File: src/rtl/uart_tx_scheduler.sv
// uart_tx_scheduler: round-robin arbiter that shares one UART transmitter
// between N_REQ FIFO-backed byte sources, with a per-owner burst limit.
//
// Ports:
//   clk              system clock, rising edge
//   rst_in           asynchronous active-high reset
//   req_empty_in     per-requester FIFO empty flags
//   req_data_in      per-requester FIFO read data, requester i at [i*DATA_BITS +: DATA_BITS]
//   req_read_out     one-hot FIFO read strobe, one cycle per byte
//   tx_data_out      byte presented to the UART transmitter
//   tx_data_rdy_out  one-cycle start pulse to the UART transmitter
//   tx_done_in       one-cycle frame-complete pulse from the UART transmitter
//   grant_out        one-hot current owner, zero while idle
//   busy_out         high whenever a byte is in flight
module uart_tx_scheduler #(
    parameter int unsigned N_REQ     = 4,
    parameter int unsigned DATA_BITS = 8,
    parameter int unsigned MAX_BURST = 4
) (
    input  logic                         clk,
    input  logic                         rst_in,
    input  logic [N_REQ-1:0]             req_empty_in,
    input  logic [N_REQ*DATA_BITS-1:0]   req_data_in,
    output logic [N_REQ-1:0]             req_read_out,
    output logic [DATA_BITS-1:0]         tx_data_out,
    output logic                         tx_data_rdy_out,
    input  logic                         tx_done_in,
    output logic [N_REQ-1:0]             grant_out,
    output logic                         busy_out
);

    localparam int unsigned IW = (N_REQ > 1) ? $clog2(N_REQ) : 1;
    localparam int unsigned CW = (MAX_BURST > 1) ? $clog2(MAX_BURST) : 1;

    typedef enum logic [2:0] {
        S_IDLE,
        S_READ,
        S_LATCH,
        S_START,
        S_WAIT
    } state_t;

    state_t                 state_q, state_d;
    logic [IW-1:0]          g_q, g_d;
    logic [IW-1:0]          ptr_q, ptr_d;
    logic [CW-1:0]          cnt_q, cnt_d;
    logic [IW-1:0]          sel;
    logic                   found;
    logic [IW-1:0]          g_next_wrap;
    logic                   burst_last;
    logic [DATA_BITS-1:0]   tx_data_d;
    logic [N_REQ-1:0]       g_onehot_d;
    logic [N_REQ-1:0]       read_d;
    logic [N_REQ-1:0]       grant_d;
    logic                   rdy_d;
    logic                   busy_d;

    // Single-cycle search for the first non-empty requester at or above ptr.
    // Iterating downward lets the smallest wrapped offset win.
    always_comb begin
        int unsigned idx;
        idx   = 0;
        sel   = ptr_q;
        found = 1'b0;
        for (int i = int'(N_REQ) - 1; i >= 0; i--) begin
            idx = 32'(ptr_q) + 32'(i);
            if (idx >= N_REQ) begin
                idx = idx - N_REQ;
            end
            if (!req_empty_in[IW'(idx)]) begin
                sel   = IW'(idx);
                found = 1'b1;
            end
        end
    end

    // Owner index plus one with explicit wrap for non-power-of-2 N_REQ.
    always_comb begin
        g_next_wrap = g_q + IW'(1);
        if (32'(g_q) + 32'd1 == N_REQ) begin
            g_next_wrap = '0;
        end
        burst_last = (32'(cnt_q) + 32'd1 == MAX_BURST);
    end

    // Next-state, bookkeeping and next-output logic.
    always_comb begin
        state_d   = state_q;
        g_d       = g_q;
        ptr_d     = ptr_q;
        cnt_d     = cnt_q;
        tx_data_d = tx_data_out;

        unique case (state_q)
            S_IDLE: begin
                if (found) begin
                    state_d = S_READ;
                    g_d     = sel;
                    // A new owner starts a fresh burst.
                    if (sel != g_q) begin
                        cnt_d = '0;
                        ptr_d = sel;
                    end
                end
            end
            S_READ:  state_d = S_LATCH;
            S_LATCH: begin
                state_d   = S_START;
                tx_data_d = req_data_in[32'(g_q)*DATA_BITS +: DATA_BITS];
            end
            S_START: state_d = S_WAIT;
            S_WAIT: begin
                if (tx_done_in) begin
                    state_d = S_IDLE;
                    if (burst_last) begin
                        ptr_d = g_next_wrap;
                        cnt_d = '0;
                    end else begin
                        ptr_d = g_q;
                        cnt_d = cnt_q + CW'(1);
                    end
                end
            end
            default: state_d = S_IDLE;
        endcase

        g_onehot_d       = '0;
        g_onehot_d[g_d]  = 1'b1;
        read_d  = (state_d == S_READ)  ? g_onehot_d : '0;
        grant_d = (state_d != S_IDLE)  ? g_onehot_d : '0;
        rdy_d   = (state_d == S_START);
        busy_d  = (state_d != S_IDLE);
    end

    // State, bookkeeping and output registers; outputs track the state register.
    always_ff @(posedge clk or posedge rst_in) begin
        if (rst_in) begin
            state_q         <= S_IDLE;
            g_q             <= '0;
            ptr_q           <= '0;
            cnt_q           <= '0;
            tx_data_out     <= '0;
            req_read_out    <= '0;
            grant_out       <= '0;
            tx_data_rdy_out <= 1'b0;
            busy_out        <= 1'b0;
        end else begin
            state_q         <= state_d;
            g_q             <= g_d;
            ptr_q           <= ptr_d;
            cnt_q           <= cnt_d;
            tx_data_out     <= tx_data_d;
            req_read_out    <= read_d;
            grant_out       <= grant_d;
            tx_data_rdy_out <= rdy_d;
            busy_out        <= busy_d;
        end
    end

endmodule

File: config.mk
export PLATFORM = sky130hd
export DESIGN_NAME = uart_tx_scheduler
export DESIGN_NICKNAME = d
export VERILOG_FILES = /design/src/rtl/uart_tx_scheduler.sv
export SDC_FILE = /design/constraint.sdc
export NUM_CORES = 1
export LEC_CHECK = 0
export BUFFER_PORTS_ARGS = -buffer_cell sky130_fd_sc_hd__buf_2
export CAP_MARGIN = 10
export CORE_MARGIN = 2
export CORE_UTILIZATION = 40
export CTS_BUF_LIST = sky130_fd_sc_hd__clkbuf_2 sky130_fd_sc_hd__clkbuf_4 sky130_fd_sc_hd__clkbuf_8
export CTS_CLUSTER_DIAMETER = 200
export DETAILED_ROUTE_END_ITERATION = 7
export HOLD_SLACK_MARGIN = 0.12
export PLACE_DENSITY = 0.75
export SYNTH_ARGS = -nofsm -noshare
export SYNTH_HDL_FRONTEND = slang
export SYNTH_SLANG_ARGS = --single-unit
File: constraint.sdc
create_clock -name clk -period 1.9 [get_ports clk]
set_input_delay 0.095 -clock clk [delete_from_list [all_inputs] [get_ports clk]]
set_output_delay 0.095 -clock clk [all_outputs]
set_load 0.03 [all_outputs]
== Word level (Yosys, flattened, before mapping) ==
Index checks and enable logic that the tools add are counted.

* Input bits: 39
* Logic and storage cells: 88
* Output and inout bits: 18
* Register bits after elaboration: 27

* Reductions and logical operators: 5
* Eq/ne operators: 12
* Shift operators: 1
* Multiplexer cells: 40
* Add/subtract/negate cells: 11
* Order comparisons: 10

{| class="wikitable"
|+ Operators by type and width
! kind !! count
|-
| 2-bit 2-to-1 mux || 19
|-
| 32-bit by 6-bit variable part select with 8-bit output || 1
|-
| 2-bit by 3-bit less-than comparator with 1-bit output (second input constant) || 5
|-
| 3-bit one-hot mux with 5 select lines || 1
|-
| 2-bit by 1-bit adder with 3-bit output (second input constant) || 3
|-
| 3-bit by 2-bit == test with 1-bit output (second input constant) || 3
|-
| 3-bit == test (second input constant) || 3
|-
| 3-bit >= comparator (second input constant) || 3
|-
| 1-bit 2-to-1 mux || 9
|-
| 1-bit binary-select mux with 2-bit select || 4
|-
| 4-bit 2-to-1 mux || 2
|-
| 2-bit one-hot mux with 2 select lines || 2
|-
| 2-bit by 1-bit subtractor with 2-bit output (second input constant) || 4
|-
| 2-bit by 2-bit adder with 3-bit output (second input constant) || 2
|-
| 3-bit by 1-bit == test with 1-bit output (second input constant) || 2
|-
| 3-bit 2-to-1 mux || 2
|-
| 2-bit != test (second input constant) || 3
|-
| 2-bit by 1-bit adder with 2-bit output (second input constant) || 2
|-
| 4-bit AND reduction || 1
|-
| 2-bit by 3-bit >= comparator with 1-bit output (second input constant) || 1
|-
| 3-bit logical NOT || 1
|-
| 3-bit nonzero test || 1
|-
| 1-bit demux with 2-bit select || 1
|-
| 2-bit by 1-bit >= comparator with 1-bit output (second input constant) || 1
|-
| 3 further kinds || 3
|}

== Longest topological paths before layout ==
* Depth after elaboration: 16
* Mapped depth: 7
* Gate-level depth less buffers: 7

== Worst setup path before layout ==
OpenSTA, ideal clock, no wires.

* Path kind: register to register
* Start point: register ptr_q[0]
* End point: register ptr_q[0]
* Path buffers: 0
* Library setup time: 0.134 ns
* Required time: 1.766 ns
* Stages on the path, launching flop included: 7
* Clock period less this slack: 1.765 ns
* Slack: 0.135 ns
* Data arrival time: 1.632 ns
* Cell sequence: dfrtp_1 nor2_1 o21a_1 or4_4 a21o_1 a211oi_1 o32ai_1

* Cells in the longest elaborated chain, start to end: 12
* Elaborated cells between the ends (all ways): 38
* Classes of those cells: add/sub (7); order compare (4); eq/ne (3); mux (23); reduce/logical (1)

{| class="wikitable"
|+ Ends and longest elaborated chain
! element !! RTL line !! text
|-
| start, declared || 45 || <nowiki>logic [IW-1:0] ptr_q, ptr_d;</nowiki>
|-
| start signal, assigned || 150 || <nowiki>ptr_q <= ptr_d;</nowiki>
|-
| 2-bit by 2-bit adder with 3-bit output || 66 || <nowiki>idx = 32'(ptr_q) + 32'(i);</nowiki>
|-
| 3-bit >= comparator or 2-bit by 1-bit subtractor with 2-bit output (tied branches) || 67, 68 ||
|-
| 2-bit 2-to-1 mux || 67 || <nowiki>if (idx >= N_REQ) begin</nowiki>
|-
| 1-bit binary-select mux with 2-bit select || 70 || <nowiki>if (!req_empty_in[IW'(idx)]) begin</nowiki>
|-
| 1-bit 2-to-1 mux (implied by the code) || 70 ||
|-
| 2-bit 2-to-1 mux (4 in series) || 70 ||
|-
| 2-bit != test or 2-bit 2-to-1 mux (tied branches) || 100 || <nowiki>if (sel != g_q) begin</nowiki>
|-
| 2-bit != test (no source line) or 2-bit 2-to-1 mux (tied branches) || n/a ||
|-
| 4-bit AND reduction (no source line) or 2-bit one-hot mux with 2 select lines (tied branches) || n/a ||
|}

Several ways; a longest one is shown, not always the timed one. The select of a mux whose other input is x is not followed.
A chain may end at the register's enable or synchronous reset.

== Worst setup path in the final report ==
* Start point: register ptr_q[0]
* End point: register cnt_q[0]

* Cells in the longest elaborated chain, start to end: 12
* Elaborated cells between the ends (all ways): 35
* Classes of those cells: add/sub (7); order compare (4); eq/ne (3); mux (20); reduce/logical (1)

{| class="wikitable"
|+ Ends and longest elaborated chain
! element !! RTL line !! text
|-
| 2-bit by 2-bit adder with 3-bit output || 66 ||
|-
| 3-bit >= comparator or 2-bit by 1-bit subtractor with 2-bit output (tied branches) || 67, 68 ||
|-
| 2-bit 2-to-1 mux || 67 ||
|-
| 1-bit binary-select mux with 2-bit select || 70 ||
|-
| 1-bit 2-to-1 mux (implied by the code) || 70 ||
|-
| 2-bit 2-to-1 mux (4 in series) || 70 ||
|-
| 2-bit != test || 100 ||
|-
| 2-bit != test (no source line) || n/a ||
|-
| 4-bit AND reduction (no source line) * || n/a ||
|-
| end signal, assigned || 151 || <nowiki>cnt_q <= cnt_d;</nowiki>
|-
| end, declared || 46 || <nowiki>logic [CW-1:0] cnt_q, cnt_d;</nowiki>
|}

Every way passes the cells marked *; elsewhere a longest branch is shown, timed or not. The select of a mux whose other input is x is not followed.

==> run summary <==
Critical Path Source Type: flip-flop
Reg clk slew, reported paths: 130 ps
clock sinks: 27
r2r setup slk: 10 ps
CTS tree: yes
clk root buf: clkbuf_4
Worst EP required: 2120 ps
Worst VDD drop: 0.0004723 V
Synthesis Warnings: 0
Worst-Skew Late Latency: 320 ps
antenna-violating nets left: 0
WL/cell: 13.37 microns
max-slew violation count: 0
crit-path leading delay family: compound AO/OA/AOI/OAI gates
total of max-cap violations: 0
Seq cells post-synth: 27
area of the multi-input gates: 740.7 sq um
CP dominant cell by count: nor2_1
die height: 64.39 microns
CTS Buf Count: 3
register area: 676.9 sq um
CP Data Arrival Time: 2110 ps
mean post-synth cell area: 11.49 sq um
Core ar.: 0.003416 sq mm
antenna violations before repair: 0
final period utilization: 99.27%
Via density: 5.339
Top-Level Pins: 57
nets: 232
Detailed Routing Iterations Pass 1: 5
Buffers & Inverters on Critical Path: 0
vias in the first global route: 1144
largest net degree at the start of global routing: 28
hold endpoint: state_q[2]$_DFF_PP0_
RR Endpoint: cnt_q[0]$_DFFE_PP0P_
Worst-Margin Slew: 412.2 ps
number of fillers in the final layout: 297
syn_nets: 168
crit path max fanout: 6
H-Tree Depth: 1
FMAX: 0.5302 GHz
Min Hold Slack: 128.2 ps
Worst Reg-to-Reg Cells: 6
die area: 0.004146 sq mm
Sum Neg Setup Slack: 0 ps
Initial Utilization: 42.71%
Remaining Overflow, GRT: 0
Final GP Congestion: 0.8026
Unique masters post-synth: 35
ant diodes: 0
Slew HR: 72.29%
Lkg Pwr: 0.9029 nW
Mapped Area: 0.001459 sq mm
Hold Path Stages: 3
crit path time final: 1886 ps
vias: 1260
sequential cell area fraction in the yosys report: 46.31%
RSZ-0062 raised after global routing: true
Total Routing Usage GR: 15.73%
worst-path cell chain: nor2_1, o21a_1, or4_4, a31oi_2, nor2_1, a22o_1
# rows: 21
starting DRC count in detailed routing: 32
status: complete, no violations
final setup violation count: 0
fin util: 54.91%
pwr dens: 1626 mW/mm^2
CP peak stage delay: 500 ps
first-pass GRT wire length: 5037 microns
cell at the slowest stage of the critical path: or4_4
Gate Count Post-Synth: 127
Worst R2R Start: ptr_q[0]$_DFFE_PP0P_
Setup Crit Path Kind: flip-flop to flip-flop
clock buffer depth: 2
CP endpoint kind: flip-flop
I/O Buffers: 56
share of cells above drive strength 1: 49.47%
die width: 64.39 microns
Final HPWL DP: 2384 microns
Min-Delay Startpoint: tx_done_in
Syn-to-layout area delta: 28.56%
HP Class: primary input to flip-flop
final hold viol count: 0
clk_skew: 6.201 ps
DRC Markers: 0
final wirelength: 3155 microns
-- registers in the layout, indices dropped and copies added, names as in the netlist --
signal           count
busy_out             1
cnt_q                2
g_q                  2
grant_out            4
ptr_q                2
req_read_out         4
state_q              3
tx_data_out          8
tx_data_rdy_out      1
-- routing by layer --
layer,vias to the layer above,share of wire [%],track usage (%)
li1,593,-,-
met1,600,42,19.61
met2,63,47,26.56
met3,4,8.4,2.817
met4,0,2.0,7.181
met5,-,0,0
-- worst max path at each step --
| stage | startpoint | end | slack, ps | cells past startpoint |
|---|---|---|---|---|
| CTS | ptr_q[0]$_DFFE_PP0P_ | ptr_q[0]$_DFFE_PP0P_ | 10 | 6 |
| floorplan | ptr_q[0]$_DFFE_PP0P_ | ptr_q[0]$_DFFE_PP0P_ | 130 | 6 |
| finish | ptr_q[0]$_DFFE_PP0P_ | cnt_q[0]$_DFFE_PP0P_ | 10 | 6 |
| global placement | ptr_q[0]$_DFFE_PP0P_ | ptr_q[0]$_DFFE_PP0P_ | 80 | 6 |
| detailed placement | ptr_q[0]$_DFFE_PP0P_ | ptr_q[0]$_DFFE_PP0P_ | -10 | 6 |
| global route | ptr_q[0]$_DFFE_PP0P_ | cnt_q[0]$_DFFE_PP0P_ | -80 | 6 |
-- synth_stat cells (all sizes together) --
cell | n | area share (%)
mux4 | 8 | 12
nor3b | 2 | 1.0
mux2 | 9 | 6.9
o22ai | 2 | 0.86
o21a | 4 | 2.1
and3 | 1 | 0.43
a21o | 1 | 0.51
a32oi | 1 | 0.60
a21oi | 3 | 1.0
a31oi | 3 | 1.3
nand2b | 1 | 0.43
nand3b | 4 | 2.3
nand4 | 1 | 0.43
or2b | 1 | 0.60
o21ai | 4 | 1.4
dfrtp | 27 | 46
or4 | 1 | 0.77
a22o | 2 | 1.2
nor3 | 5 | 1.7
nor2b | 2 | 0.86
xor2 | 1 | 0.60
a211oi | 1 | 0.51
o32ai | 1 | 0.60
nor2 | 12 | 3.1
nand2 | 10 | 2.6
ha | 2 | 1.7
and2 | 2 | 0.86
clkbuf | 7 | 3.2
o22a | 2 | 1.2
o31ai | 1 | 0.51
inv | 4 | 1.0
or2 | 1 | 0.43
xnor2 | 1 | 0.60
-- placed cells by master (no fill, tap or decap), types with 3 or more instances in the layout --
cell type	netlist	layout
a21oi_1	3	3
buf_2	0	56
buf_4	0	9
clkbuf_4	0	3
dfrtp_1	27	26
inv_1	4	4
mux2_2	9	9
mux4_2	8	8
nand2_1	10	10
nand3b_1	3	3
nor2_1	12	12
nor3_1	5	5
o21a_1	4	4
o21ai_0	4	4
-- area by class of cell --
cell class | instances | share of cell area, %
multi-input combinational | 89 | 39.49
sequential | 27 | 36.09
timing repair buffer | 66 | 19.08
tap | 46 | 3.069
clock buffer | 3 | 1.201
inverter | 4 | 0.8005
clock inverter | 1 | 0.2668
-- report_power, final --
part	internal [mW]	switching, mW	total, mW
Clock	0.0790	0.159	0.238
Sequential	0.829	0.184	1.01
Combinational	0.813	0.987	1.80
Total	1.72	1.33	3.05
-- cells by family (layout without fill, tap and decap cells) --
family,after synthesis,count (layout),share of synthesized area (%)
adders and majority gates,2,2,1.715
AOI/OAI and AO/OA,25,25,11.75
xor gates and xnor gates,2,2,1.201
muxes,17,17,19.30
and+or+nand+nor,43,43,15.52
DFF,27,27,46.31
buffers and inverters,11,74,4.202
-- stage by stage --
step / cells / total power [mW] / area, sq um / worst slack (ps)
finish: 236 / 3.050 / 1876 / 13.95
global route: 236 / 3.296 / 1876 / -77.49
CTS: 235 / 3.016 / 1849 / 11.41
detailed placement: 230 / 2.769 / 1810 / -10.78
global placement: 230 / 2.707 / 1810 / 76.12
floorplan: 127 / 2.328 / 1459 / 134.6
-- worst min-delay path: cells and delay by family --
family          cells  cell delay [ps]
simple gates        1              150
buf+inv             1               90
compound gates      1               90
-- timing repair --
action | in CTS | in global routing
endpoints found under the setup margin | 1 | 2
resized for setup | 1 | 3
hold endpoints to repair | 27 | 0
buffers inserted | 0 | 1
hold buffers | 1 | 0
Power figures use the tool's default switching activity.
